[src/rtl/pipeline_step_controller_if.sv]
// Pipeline step controller bus: run-control requests in, pipeline enable and status out.
//   i_start/i_mode  run request and its mode (0 continuous, 1 step)
//   i_step          single-cycle step request
//   i_halt          halt instruction seen by fetch
//   i_abort         immediate stop
//   o_valid         pipeline enable to every stage
//   o_busy/o_done   run in progress / run finished
//   o_cycle_count   enabled cycles since the last accepted start
//   o_state         raw state encoding
interface pipeline_step_controller_if #(
  parameter int unsigned NB_CYCLES = 32
) ();
  logic                 i_start;
  logic                 i_mode;
  logic                 i_step;
  logic                 i_halt;
  logic                 i_abort;
  logic                 o_valid;
  logic                 o_busy;
  logic                 o_done;
  logic [NB_CYCLES-1:0] o_cycle_count;
  logic [2:0]           o_state;

  modport master (
    output i_start, i_mode, i_step, i_halt, i_abort,
    input  o_valid, o_busy, o_done, o_cycle_count, o_state
  );

  modport slave (
    input  i_start, i_mode, i_step, i_halt, i_abort,
    output o_valid, o_busy, o_done, o_cycle_count, o_state
  );
endinterface

[src/rtl/pipeline_step_controller.sv]
// Run/step controller for a pipelined core: gates the pipeline enable for
// continuous or single-step execution, drains the stages behind fetch after a
// halt, and counts enabled cycles.
//   i_clock  rising-edge clock
//   i_reset  asynchronous active-low reset
//   bus      pipeline_step_controller_if.slave (requests in, enable/status out)
module pipeline_step_controller #(
  parameter int unsigned NB_CYCLES    = 32,
  parameter int unsigned DRAIN_CYCLES = 4
) (
  input logic                       i_clock,
  input logic                       i_reset,
  pipeline_step_controller_if.slave bus
);

  localparam int unsigned DRAIN_W = 4;

  localparam logic [2:0] S_IDLE      = 3'd0;
  localparam logic [2:0] S_RUN       = 3'd1;
  localparam logic [2:0] S_STEP_WAIT = 3'd2;
  localparam logic [2:0] S_STEP_EXEC = 3'd3;
  localparam logic [2:0] S_DRAIN     = 3'd4;
  localparam logic [2:0] S_DONE      = 3'd5;

  logic [2:0]           state_q, state_d;
  logic [DRAIN_W-1:0]   drain_q, drain_d;
  logic [NB_CYCLES-1:0] count_q, count_d;
  logic                 valid_q, valid_d;
  logic                 busy_q, busy_d;
  logic                 done_q, done_d;

  // Next-state, drain counter and cycle counter.
  always_comb begin
    state_d = state_q;
    drain_d = drain_q;
    count_d = count_q;

    // Every enabled cycle counts, including one that is being aborted.
    if (valid_q && (count_q != {NB_CYCLES{1'b1}})) begin
      count_d = count_q + NB_CYCLES'(1);
    end

    case (state_q)
      S_IDLE: begin
        if (bus.i_start) begin
          state_d = bus.i_mode ? S_STEP_WAIT : S_RUN;
          count_d = '0;
        end
      end
      S_RUN: begin
        if (bus.i_halt) begin
          state_d = S_DRAIN;
          drain_d = DRAIN_W'(DRAIN_CYCLES);
        end
      end
      S_STEP_WAIT: begin
        if (bus.i_step) begin
          state_d = S_STEP_EXEC;
        end
      end
      S_STEP_EXEC: begin
        if (bus.i_halt) begin
          state_d = S_DRAIN;
          drain_d = DRAIN_W'(DRAIN_CYCLES);
        end else begin
          state_d = S_STEP_WAIT;
        end
      end
      S_DRAIN: begin
        // drain_q counts remaining drain cycles including the current one.
        if (drain_q <= DRAIN_W'(1)) begin
          state_d = S_DONE;
        end else begin
          drain_d = drain_q - DRAIN_W'(1);
        end
      end
      S_DONE: begin
        state_d = S_DONE;
      end
      default: begin
        state_d = S_IDLE;
      end
    endcase

    // Abort overrides every other transition.
    if (bus.i_abort && (state_q != S_IDLE)) begin
      state_d = S_IDLE;
    end
  end

  // Output decode of the next state so the status flops line up with state_q.
  always_comb begin
    valid_d = 1'b0;
    busy_d  = 1'b0;
    done_d  = 1'b0;
    case (state_d)
      S_RUN:       begin valid_d = 1'b1; busy_d = 1'b1; end
      S_STEP_WAIT: begin busy_d  = 1'b1; end
      S_STEP_EXEC: begin valid_d = 1'b1; busy_d = 1'b1; end
      S_DRAIN:     begin valid_d = 1'b1; busy_d = 1'b1; end
      S_DONE:      begin done_d  = 1'b1; end
      default:     begin valid_d = 1'b0; end
    endcase
  end

  // State and output registers.
  always_ff @(posedge i_clock or negedge i_reset) begin
    if (!i_reset) begin
      state_q <= S_IDLE;
      drain_q <= '0;
      count_q <= '0;
      valid_q <= 1'b0;
      busy_q  <= 1'b0;
      done_q  <= 1'b0;
    end else begin
      state_q <= state_d;
      drain_q <= drain_d;
      count_q <= count_d;
      valid_q <= valid_d;
      busy_q  <= busy_d;
      done_q  <= done_d;
    end
  end

  assign bus.o_valid       = valid_q;
  assign bus.o_busy        = busy_q;
  assign bus.o_done        = done_q;
  assign bus.o_cycle_count = count_q;
  assign bus.o_state       = state_q;

endmodule

[src/flat_wrapper.sv]
// flat-port wrapper written by rule: the top's interface ports become plain ports
module pipeline_step_controller_flat 
#(
  parameter int unsigned NB_CYCLES    = 32,
  parameter int unsigned DRAIN_CYCLES = 4
)
  (i_clock, i_reset, bus_i_start, bus_i_mode, bus_i_step, bus_i_halt, bus_i_abort, bus_o_valid, bus_o_busy, bus_o_done, bus_o_cycle_count, bus_o_state);
  pipeline_step_controller_if #(.NB_CYCLES(NB_CYCLES)) bus_i ();
  input logic i_clock;
  input logic i_reset;
  input wire logic [$bits(bus_i.i_start)-1:0] bus_i_start;
  input wire logic [$bits(bus_i.i_mode)-1:0] bus_i_mode;
  input wire logic [$bits(bus_i.i_step)-1:0] bus_i_step;
  input wire logic [$bits(bus_i.i_halt)-1:0] bus_i_halt;
  input wire logic [$bits(bus_i.i_abort)-1:0] bus_i_abort;
  output wire logic [$bits(bus_i.o_valid)-1:0] bus_o_valid;
  output wire logic [$bits(bus_i.o_busy)-1:0] bus_o_busy;
  output wire logic [$bits(bus_i.o_done)-1:0] bus_o_done;
  output wire logic [$bits(bus_i.o_cycle_count)-1:0] bus_o_cycle_count;
  output wire logic [$bits(bus_i.o_state)-1:0] bus_o_state;
  assign bus_i.i_start = bus_i_start;
  assign bus_i.i_mode = bus_i_mode;
  assign bus_i.i_step = bus_i_step;
  assign bus_i.i_halt = bus_i_halt;
  assign bus_i.i_abort = bus_i_abort;
  assign bus_o_valid = bus_i.o_valid;
  assign bus_o_busy = bus_i.o_busy;
  assign bus_o_done = bus_i.o_done;
  assign bus_o_cycle_count = bus_i.o_cycle_count;
  assign bus_o_state = bus_i.o_state;
  pipeline_step_controller #(.NB_CYCLES(NB_CYCLES), .DRAIN_CYCLES(DRAIN_CYCLES)) u_core (.i_clock(i_clock), .i_reset(i_reset), .bus(bus_i));
endmodule
[config.mk]
export PLATFORM = sky130hd
export DESIGN_NAME = pipeline_step_controller_flat
export DESIGN_NICKNAME = d
export VERILOG_FILES = /design/src/rtl/pipeline_step_controller_if.sv /design/src/rtl/pipeline_step_controller.sv /design/src/flat_wrapper.sv
export SDC_FILE = /design/constraint.sdc
export NUM_CORES = 1
export LEC_CHECK = 0
export ABC_AREA = 1
export CORE_MARGIN = 2
export CORE_UTILIZATION = 25
export DETAILED_ROUTE_END_ITERATION = 7
export PLACE_DENSITY = 0.52
export SYNTH_ARGS = -nofsm -noshare
export SYNTH_HDL_FRONTEND = slang
export SYNTH_SLANG_ARGS = --single-unit
[constraint.sdc]
create_clock -name i_clock -period 1.8 [get_ports i_clock]
set_input_delay 0.54 -clock i_clock [delete_from_list [all_inputs] [get_ports i_clock]]
set_output_delay 0.54 -clock i_clock [all_outputs]
set_load 0.1 [all_outputs]
## Word-level counts from Yosys, hierarchy flattened

Index checks and enable logic that the tools add are counted.

- Memory bits (read-only): 0
- Memories: 0
- Output and inout port bits: 38
- Register bits: 42
- Memory bits (writable): 0
- Bits in latches: 0
- Bits of input ports: 7

- Reduce and logical (&&, ||, !) cells: 9
- Divide/modulo/power cells: 0
- Bitwise logic cells: 0
- Add/sub/neg operators: 2
- Equal/unequal tests: 13
- Order comparisons: 1
- Mux-type cells: 17
- Shift-type cells: 0
- Multipliers: 0

Operators with widths:

| cell | count |
|---|---|
| 32-bit two-way mux | 3 |
| 32-bit by 1-bit adder with 32-bit output (second input constant) | 1 |
| 32-bit inequality test (second input constant) | 1 |
| 3-bit two-way mux | 6 |
| 3-bit one-hot mux with 6 select lines | 1 |
| 3-bit by 2-bit == test with 1-bit output (second input constant) | 4 |
| 3-bit == test (second input constant) | 4 |
| 4-bit two-way mux | 2 |
| 4-bit one-hot mux with 2 select lines | 1 |
| 3-bit by 1-bit == test with 1-bit output (second input constant) | 2 |
| 4-bit by 1-bit <= comparator with 1-bit output (second input constant) | 1 |
| 4-bit OR reduction | 1 |
| 4-bit by 1-bit subtractor with 4-bit output (second input constant) | 1 |
| 3-bit logical NOT | 1 |
| 1-bit two-way mux | 3 |
| 3-bit AND reduction | 1 |
| 3-bit nonzero test | 1 |
| 3-bit OR reduction | 1 |
| 1-bit logical AND | 2 |
| 2-bit two-way mux | 1 |
| 2-bit by 1-bit inequality test with 1-bit output (second input constant) | 1 |
| 2-bit inequality test (second input constant) | 1 |
| 2-bit nonzero test | 1 |
| 2-bit OR reduction | 1 |

## Depth between registers and ports, before layout

Gate-level depths: netlist of run 1.

- Depth after elaboration: 7
- Depth in mapped cells: 12
- Mapped depth without buffers: 12

## Worst setup path after synthesis of run 1

Ideal clock, no wire load.

- Path kind: reg2reg
- From: reg u_core.count_q[1] (netlist: u_core.bus.o_cycle_count[1])
- To: reg u_core.count_q[11] (netlist: u_core.bus.o_cycle_count[11])
- Arrival time: 2262 ps
- Setup slack: -594 ps
- Period minus slack after synthesis: 2394 ps
- Cell stages (with the launch flop): 12
- Library setup time: 132 ps
- Cells stage by stage: dfrtp_1 ha_1 inv_1 nor2_4 nand2_4 nor2_4 nand2_4 nand2_8 inv_6 buf_6 o21ai_1 nor2_1

- Longest elaborated chain between the ends: 5
- Elaborated cells on any way between the ends: 6
- Those cells by class: add/sub (1); eq/ne (1); mux (3); reduce/logical (1)

Ends and longest elaborated chain:

| item | line | source |
|---|---|---|
| start, declared | pipeline_step_controller.sv:27 | `logic [NB_CYCLES-1:0] count_q, count_d;` |
| start signal, assigned | pipeline_step_controller.sv:118 | `count_q <= count_d;` |
| parallel branches: the longest is 2 deep, another holds 32-bit by 1-bit adder with 32-bit output | -- |  |
| 32-bit two-way mux * | pipeline_step_controller.sv:39 | `if (valid_q && (count_q != {NB_CYCLES{1'b1}})) begin` |
| 32-bit two-way mux | pipeline_step_controller.sv:45 | `if (bus.i_start) begin` |
| 32-bit two-way mux * | pipeline_step_controller.sv:43 | `case (state_q)` |
| named net u_core.count_d[11] | pipeline_step_controller.sv:27 |  |

Mark *: on every way through the listed nets, which the timed path passes.
A chain may end at the register's enable or synchronous reset.

## Worst setup path in the final report of run 1

- From: reg u_core.count_q[1] (netlist: u_core.bus.o_cycle_count[1])
- To: reg u_core.count_q[16] (netlist: u_core.bus.o_cycle_count[16])

The elaborated chain is that of the path after synthesis.

==> impl_metrics.yaml, run 1 <==
logic_synthesis:
  ys_types: 30
  yosys-top-cells-area: "dfrtp_1, nand2_1, nor2_1, inv_1, nand3_1"
  syn_nets: 428
  synth_mux_area_frac: 0
  synthXorXnorAreaFrac: 0.0283
  ys_seq_area_frac: 0.378
  synth_simple_gate_area_frac: 0.438
  synth_compound_area_frac: 0.0584
  ys_warn_count: 0
  synth_top_family_by_area: "simple AND/OR/NAND/NOR gates"
  syn_avg_cell_area_sq_um: 6.66
  synth_top_area_share: 0.378
  syn_inst: 418
  yosysTopAreaCell: "dfrtp_1"
  syn_area_sq_mm: 0.00278
  ys_seq_elements: 42
  synth_fa_ha_area_frac: 0.0135
clock_tree:
  clk_pin_slew_ps: 90
  numCtsBuffers: 5
  cts_tree: "built"
  clock_sinks: 42
  clk_path_buf_depth: 2
  insertion_delay_ps: 300
  htreeDepth: 2
  cts_root_buf: "clkbuf_8"
global_route:
  grtUsageTotal: 0.144
  grt_max_degree: 43
  grt_pass1_wl_mm: 13.5
  antenna_found_initial: 0
  grt_pass1_vias: 2882
  overflow: 0
timing:
  setup_tns_ps: 0
  hold_viol_final: 0
  slew_headroom: 0.693
  rsz0062_at_grt: "true"
  drv_slew: 0
  skew_ps: 7.99
  worst_pin_slew_ps: 460
  period_share: 0.969
  period_needed_ps: 1740
  setup_viol: 0
  max_freq_ghz: 0.573
  fin_hold_ws_ps: 201
finish:
  drive_above_1_share: 0.272
  final_nets: 506
  area_growth_pct: 52.2
  diodes: 0
  nFillCells: 1130
  seq_area_sq_mm: 0.00114
  multi_input_area_sq_mm: 0.00153
setup_path:
  path_max_fanout: 34
  crit_slowest_cell: "dfrtp_4"
  cp.required_ps: 2030
  crit_arrival_ps: 1970
  path_cells: "ha_4 > inv_2 > nor2_4 > nand2_4 > nor2_4 > nand2_4 > nand2_8 > inv_12 > nand3_1 > nand2_1 > nor2_1"
  cp-end-kind: "flop"
  crit_path_start_kind: "flop"
  path_class: "reg -> reg"
  slowest_delay_ps: 450
min_path:
  hold_path_class: "in -> async"
floorplanning:
  row_count: 38
  die_area_sq_mm: 0.0120
  die_h_microns: 110
  floorplan.initialDensity: 0.257
  ios: 45
  die_w_microns: 110
  core_region_area_sq_mm: 0.0108
place:
  port-buffer-count: 44
  gp_congestion: 0.843
  dp_hpwl_mm: 6.05
routing:
  drtIter0Drc: 146
  wire_per_inst_microns: 12.8
  drt_wl_total_mm: 8.16
  viasPerCell: 4.47
  drc: 0
  antenna_left: 0
  dr.pass1.iters: 4
  via_count: 2848
run_status:
  outcome: "finished, final reports clean"
power:
  ir_worst_vdd_mv: 1.02
  pwr-share-seq: 0.233
  swShare: 0.530
  powerDensity_mw_per_mm2: 1790
  p_int_uw: 3570
  combPwrFrac: 0.665
  p_leak_uw: 0.00184
  power.share.clock: 0.102
  power_switching_uw: 4030
run:
  maxCapViolations: 0
cell families after synthesis:
kind of cell,Yosys count
fa+ha+maj,3
compound gates,29
simple gates,284
xor+xnor,9
flops,42
buf+inv,51
cells in the mapped netlist, drive strengths merged:
master  instances
nor2b           1
o211ai          1
inv            43
nor3            2
nand2         156
dfrtp          42
nand3          29
clkbuf          3
o21ai          17
buf             5
o22ai           1
nand3b          1
xnor2           3
nand4           2
a31oi           1
ha              3
nor2           89
a21oi           4
xor2            6
nor3b           4
o21bai          5
worst max-delay path, delay by kind of cell, from the launching register on:
kind / cells / cell delay [ps]
and+or+nand+nor: 8 / 910
DFF: 1 / 450
adders and majority gates: 1 / 150
buffers and inverters: 2 / 140
area by class of cell:
class                           count  area share
Sequential cell                    42       0.270
Multi-Input combinational cell    326       0.360
Inverter                           43      0.0410
Tap cell                          140      0.0413
Timing Repair Buffer               78       0.262
Clock inverter                      2     0.00886
Clock buffer                        6      0.0171
routing by layer:
metal	share of wire	wire length [microns]	track usage	vias up
met5	0	0	0	-
li1	-	-	-	1450
met1	0.45	3710	0.180	1322
met4	0.019	151	0.0443	0
met3	0.048	388	0.0296	12
met2	0.48	3910	0.247	64
final timing paths:
kind / startpoint / to / slack [ps] / depth (start not counted)
setup / recovery: u_core.bus.o_cycle_count[1] / u_core.bus.o_cycle_count[16] / 60 / 11
hold / removal: i_reset / u_core.bus.o_cycle_count[28] / 200 / 2
setup reg to reg: u_core.bus.o_cycle_count[1] / u_core.bus.o_cycle_count[16] / 60 / 11
hold reg to reg: u_core.drain_q[2] / u_core.drain_q[2] / 530 / 2
max in group asynchronous: i_reset / u_core.bus.o_cycle_count[9] / 1370 / 2
min in group i_clock: u_core.drain_q[2] / u_core.drain_q[2] / 530 / 2
power by group through the flow:
stage / sequential (uW) / combinational (uW) / clock, uW
floorplan: 3590 / 1310 / 0
global placement: 1800 / 4840 / 0
detailed placement: 1810 / 4890 / 0
CTS: 1790 / 4900 / 789
global route: 1830 / 5390 / 827
finish: 1770 / 5050 / 775
layout by cell type (no fill, tap or decap):
cell type	synthesis	routed
o21bai_1	5	5
dfrtp_4	0	19
dfrtp_2	0	16
o211ai_1	1	1
xor2_1	6	6
ha_4	0	1
buf_2	0	1
nand3_2	4	4
clkbuf_8	0	5
nor2b_1	1	1
o22ai_1	1	1
nor3_1	2	2
nand4_1	2	2
clkdlybuf4s50_1	0	5
nor3b_1	4	4
o21ai_0	8	7
nor2_4	4	4
a31oi_1	1	1
nor2_2	3	5
clkbuf_1	3	1
nand3_1	25	25
dfrtp_1	42	7
buf_12	0	41
nand2_1	153	153
buf_4	1	31
nand3b_1	1	1
o21ai_1	9	10
nand2_4	2	3
inv_12	0	1
a21oi_1	4	4
nor2_1	82	80
bufinv_16	0	1
ha_1	3	2
inv_1	42	41
nand2_8	1	1
inv_2	0	1
clkinvlp_4	0	1
xnor2_1	3	3
flip-flops by register name, summed over array words and instances, names as in the netlist:
register and cells:
u_core.bus.o_state 3, u_core.drain_q 4, u_core.bus.o_busy 1, u_core.bus.o_valid 1, u_core.bus.o_cycle_count 32, u_core.bus.o_done 1
through the flow:
| stage | util | cells | setup slack (ps) | total power, uW | cell area, sq um |
|---|---|---|---|---|---|
| 6_report | 0.391 | 637 | 55.8 | 7600 | 4240 |
| 5_1_grt | 0.391 | 637 | -30.5 | 8050 | 4240 |
| 4_1_cts | 0.381 | 626 | 1.38 | 7480 | 4130 |
| 3_5_place_dp | 0.371 | 618 | -18.2 | 6690 | 4020 |
| 3_3_place_gp | 0.371 | 618 | 32.1 | 6640 | 4020 |
| 2_1_floorplan | - | 418 | -37.7 | 4900 | 2890 |
repair_timing:
action,in CTS,in global routing
setup buffers,0,10
endpoints found under the setup margin,0,30
gates resized for setup,0,5
hold buffers,0,0
No activity file was read; power rests on OpenSTA's default activity.
==> run 2: changes to the inputs <==
--- a/config.mk
+++ b/config.mk
@@ -5,11 +5,10 @@
 export SDC_FILE = /design/constraint.sdc
 export NUM_CORES = 1
 export LEC_CHECK = 0
-export ABC_AREA = 1
 export CORE_MARGIN = 2
 export CORE_UTILIZATION = 25
 export DETAILED_ROUTE_END_ITERATION = 7
-export PLACE_DENSITY = 0.52
+export PLACE_DENSITY = 0.53
 export SYNTH_ARGS = -nofsm -noshare
 export SYNTH_HDL_FRONTEND = slang
 export SYNTH_SLANG_ARGS = --single-unit
==> run 2 against run 1 <==
  * The flow now finishes with violations (negative setup slack)
  * Die area down 15%
  * Non-clock buffer count up 49
  * Clock skew up 4.9 ps
  * Combinational power down 61%
  * Via count down 17%
  * Cell count down 23%
  * Critical path depth down 6
  * Global-route usage down 0.42 points
  * Worst hold slack worse by 24 ps
  * Clock power down 14%
  * Routed wire length down 14%
==> impl_metrics.yaml, run 2 <==
run_status:
  outcome: "complete, but fails checks"
  violations: "negative setup slack"
timing:
  worst_pin_slew_ps: 507
  drv_slew: 0
  hold_viol_final: 0
  period_share: 1.05
  rsz0062_at_grt: "true"
  skew_ps: 12.8
  setup_viol: 6
  period_needed_ps: 1890
  max_freq_ghz: 0.530
  worst_slack_ps: -86.3
  setup_tns_ps: -263
  slew_headroom: 0.659
logic_synthesis:
  synth_common_cells: "dfrtp_1, nor2_1, a21oi_1, nand2_1, o21ai_0"
  ys_types: 43
  ys_seq_area_frac: 0.447
  synth_most_common_cell: "dfrtp_1"
  syn_area_sq_mm: 0.00235
  yosysTopAreaCell: "dfrtp_1"
  synth_top_area_share: 0.447
  ys_seq_elements: 42
  async_reset_ff_frac: 1.00
  yosys-top-cells-area: "dfrtp_1, xor2_1, nor2_1, a21oi_1, o21ai_0"
  synth_edf_count: 0
  synth_ff_type: "dfrtp_1"
  syn_nets: 261
  syn_avg_cell_area_sq_um: 9.38
  ys_warn_count: 0
  syn_inst: 251
floorplanning:
  ios: 45
  die_h_microns: 101
  core_region_area_sq_mm: 0.00920
  row_count: 35
  floorplan.initialDensity: 0.256
  die_w_microns: 101
  die_area_sq_mm: 0.0102
setup_path:
  crit_path_start_kind: "flop"
  crit_slowest_cell: "or4b_4"
  path_class: "reg -> reg"
  cp.required_ps: 2000
  slowest_delay_ps: 550
  crit_family: "simple AND/OR/NAND/NOR gates"
  path_max_fanout: 2
  path_cells: "or4b_4 > nor2_4 > a211oi_4 > mux2_4 > or2_4"
  crit_buf_inv: 0
  cp-end-kind: "flop"
  crit_arrival_ps: 2080
clock_tree:
  ctsHoldBuffers: 0
  clock_sinks: 42
  cts_tree: "built"
  cts_root_buf: "clkbuf_8"
  clk_pin_slew_ps: 90
  numCtsBuffers: 5
  clk_path_buf_depth: 2
  htreeDepth: 2
  insertion_delay_ps: 300
routing:
  drt_wl_total_mm: 7.03
  via_count: 2372
  viasPerCell: 4.86
  drtIter0Drc: 81
  antenna_left: 0
  dr.pass1.iters: 4
  wire_per_inst_microns: 14.4
  drc: 0
global_route:
  grt_pass1_wl_mm: 11.4
  grt_pass1_vias: 2386
  antenna_found_initial: 0
  overflow: 0
  grt_max_degree: 26
  grtUsageTotal: 0.139
power:
  p_int_uw: 2240
  swShare: 0.415
  pwr-share-seq: 0.314
  power.share.clock: 0.174
  powerDensity_mw_per_mm2: 877
  power_switching_uw: 1590
  ir_worst_vdd_mv: 0.994
  combPwrFrac: 0.512
  p_leak_uw: 0.00182
min_path:
  hold_path_class: "in -> async"
place:
  dp_hpwl_mm: 5.25
  gp_congestion: 0.795
  placed_cells: 472
  place_area_sq_mm: 0.00411
  port-buffer-count: 44
  dp_slack_ps: -523
finish:
  stdcell_count: 488
  drive_above_1_share: 0.536
  largest_reg_flops: 32
  post-route-util: 0.476
  final_nets: 386
  diodes: 0
  final_cell_mix: "buf_4, buf_12, dfrtp_4, nor2_1, nand2_1"
  area_growth_pct: 85.8
  final_common_cell: "buf_4"
  fin_area_sq_mm: 0.00437
run:
  maxCapViolations: 0
run 2: changes by cell type in the layout (fill, tap and decap cells not counted), moves of 12 or more:
cell	before	now
nand2_1	153	17
nor2_1	80	24
buf_4	31	76
inv_1	41	4
nand3_1	25	13
run 2: cell type report:
type	count	area [sq um]
Clock inverter	2	12.5
Multi-Input combinational cell	196	1470
Timing Repair Buffer	127	1490
Fill cell	868	4820
Tap cell	111	139
Inverter	4	15.0
Clock buffer	6	82.6
Sequential cell	42	1170
run 2: metrics by stage:
stage               hold slack [ps]  power, uW
floorplan                       244       2200
global placement                517       3050
detailed placement              520       3080
CTS                             192       3810
global route                    206       4020
finish                          177       3830
run 2: logic make-up after synthesis:
group	synth area share
xor gates and xnor gates	0.0670
muxes	0.00478
and+or+nand+nor	0.292
buffers and inverters	0.0207
DFF	0.447
AOI/OAI and AO/OA	0.153
adders and majority gates	0.0160
run 2: power by group through the flow:
stage                     registers (uW)  clock network, uW  logic (uW)
after floorplan                     1730                  0         472
after global placement              1210                  0        1840
after global routing                1220                725        2070
after detailed placement            1210                  0        1870
after CTS                           1200                684        1920
final                               1200                668        1960
run 2: what timing repair did:
action | CTS | global route
buffers inserted | 2 | 5
pin swaps | 10 | 14
gates resized for setup | 10 | 18
gates cloned | 1 | 0
setup endpoints to repair | 26 | 25
run 2: final timing paths:
kind / start / endpoint / slack, ps / cells after the start
worst min register to register: u_core.drain_q[2] / u_core.drain_q[2] / 610 / 2
min in group i_clock: u_core.drain_q[2] / u_core.drain_q[2] / 610 / 2
worst max register to register: u_core.bus.o_state[0] / u_core.bus.o_busy / -90 / 5
max in group asynchronous: i_reset / u_core.bus.o_cycle_count[26] / 1100 / 2
worst max-delay path: u_core.bus.o_state[0] / u_core.bus.o_busy / -90 / 5
worst min-delay path: i_reset / u_core.bus.o_cycle_count[11] / 180 / 1
run 2: metal layers:
metal,track usage,part of all wire,vias up
li1,-,-,1182
met1,0.174,0.44,1146
met2,0.251,0.52,37
met3,0.0270,0.032,7
met4,0.0249,0.0090,0
met5,0,0,-
==> run 3: changes to the inputs <==
--- a/config.mk
+++ b/config.mk
@@ -5,10 +5,11 @@
 export SDC_FILE = /design/constraint.sdc
 export NUM_CORES = 1
 export LEC_CHECK = 0
+export ABC_AREA = 1
 export CORE_MARGIN = 2
 export CORE_UTILIZATION = 25
 export DETAILED_ROUTE_END_ITERATION = 7
-export PLACE_DENSITY = 0.53
+export PLACE_DENSITY = 0.52
 export SYNTH_ARGS = -nofsm -noshare
 export SYNTH_HDL_FRONTEND = slang
 export SYNTH_SLANG_ARGS = --single-unit
==> results of run 3 <==
Final layout, timing and power as in run 1 (identical DEF).
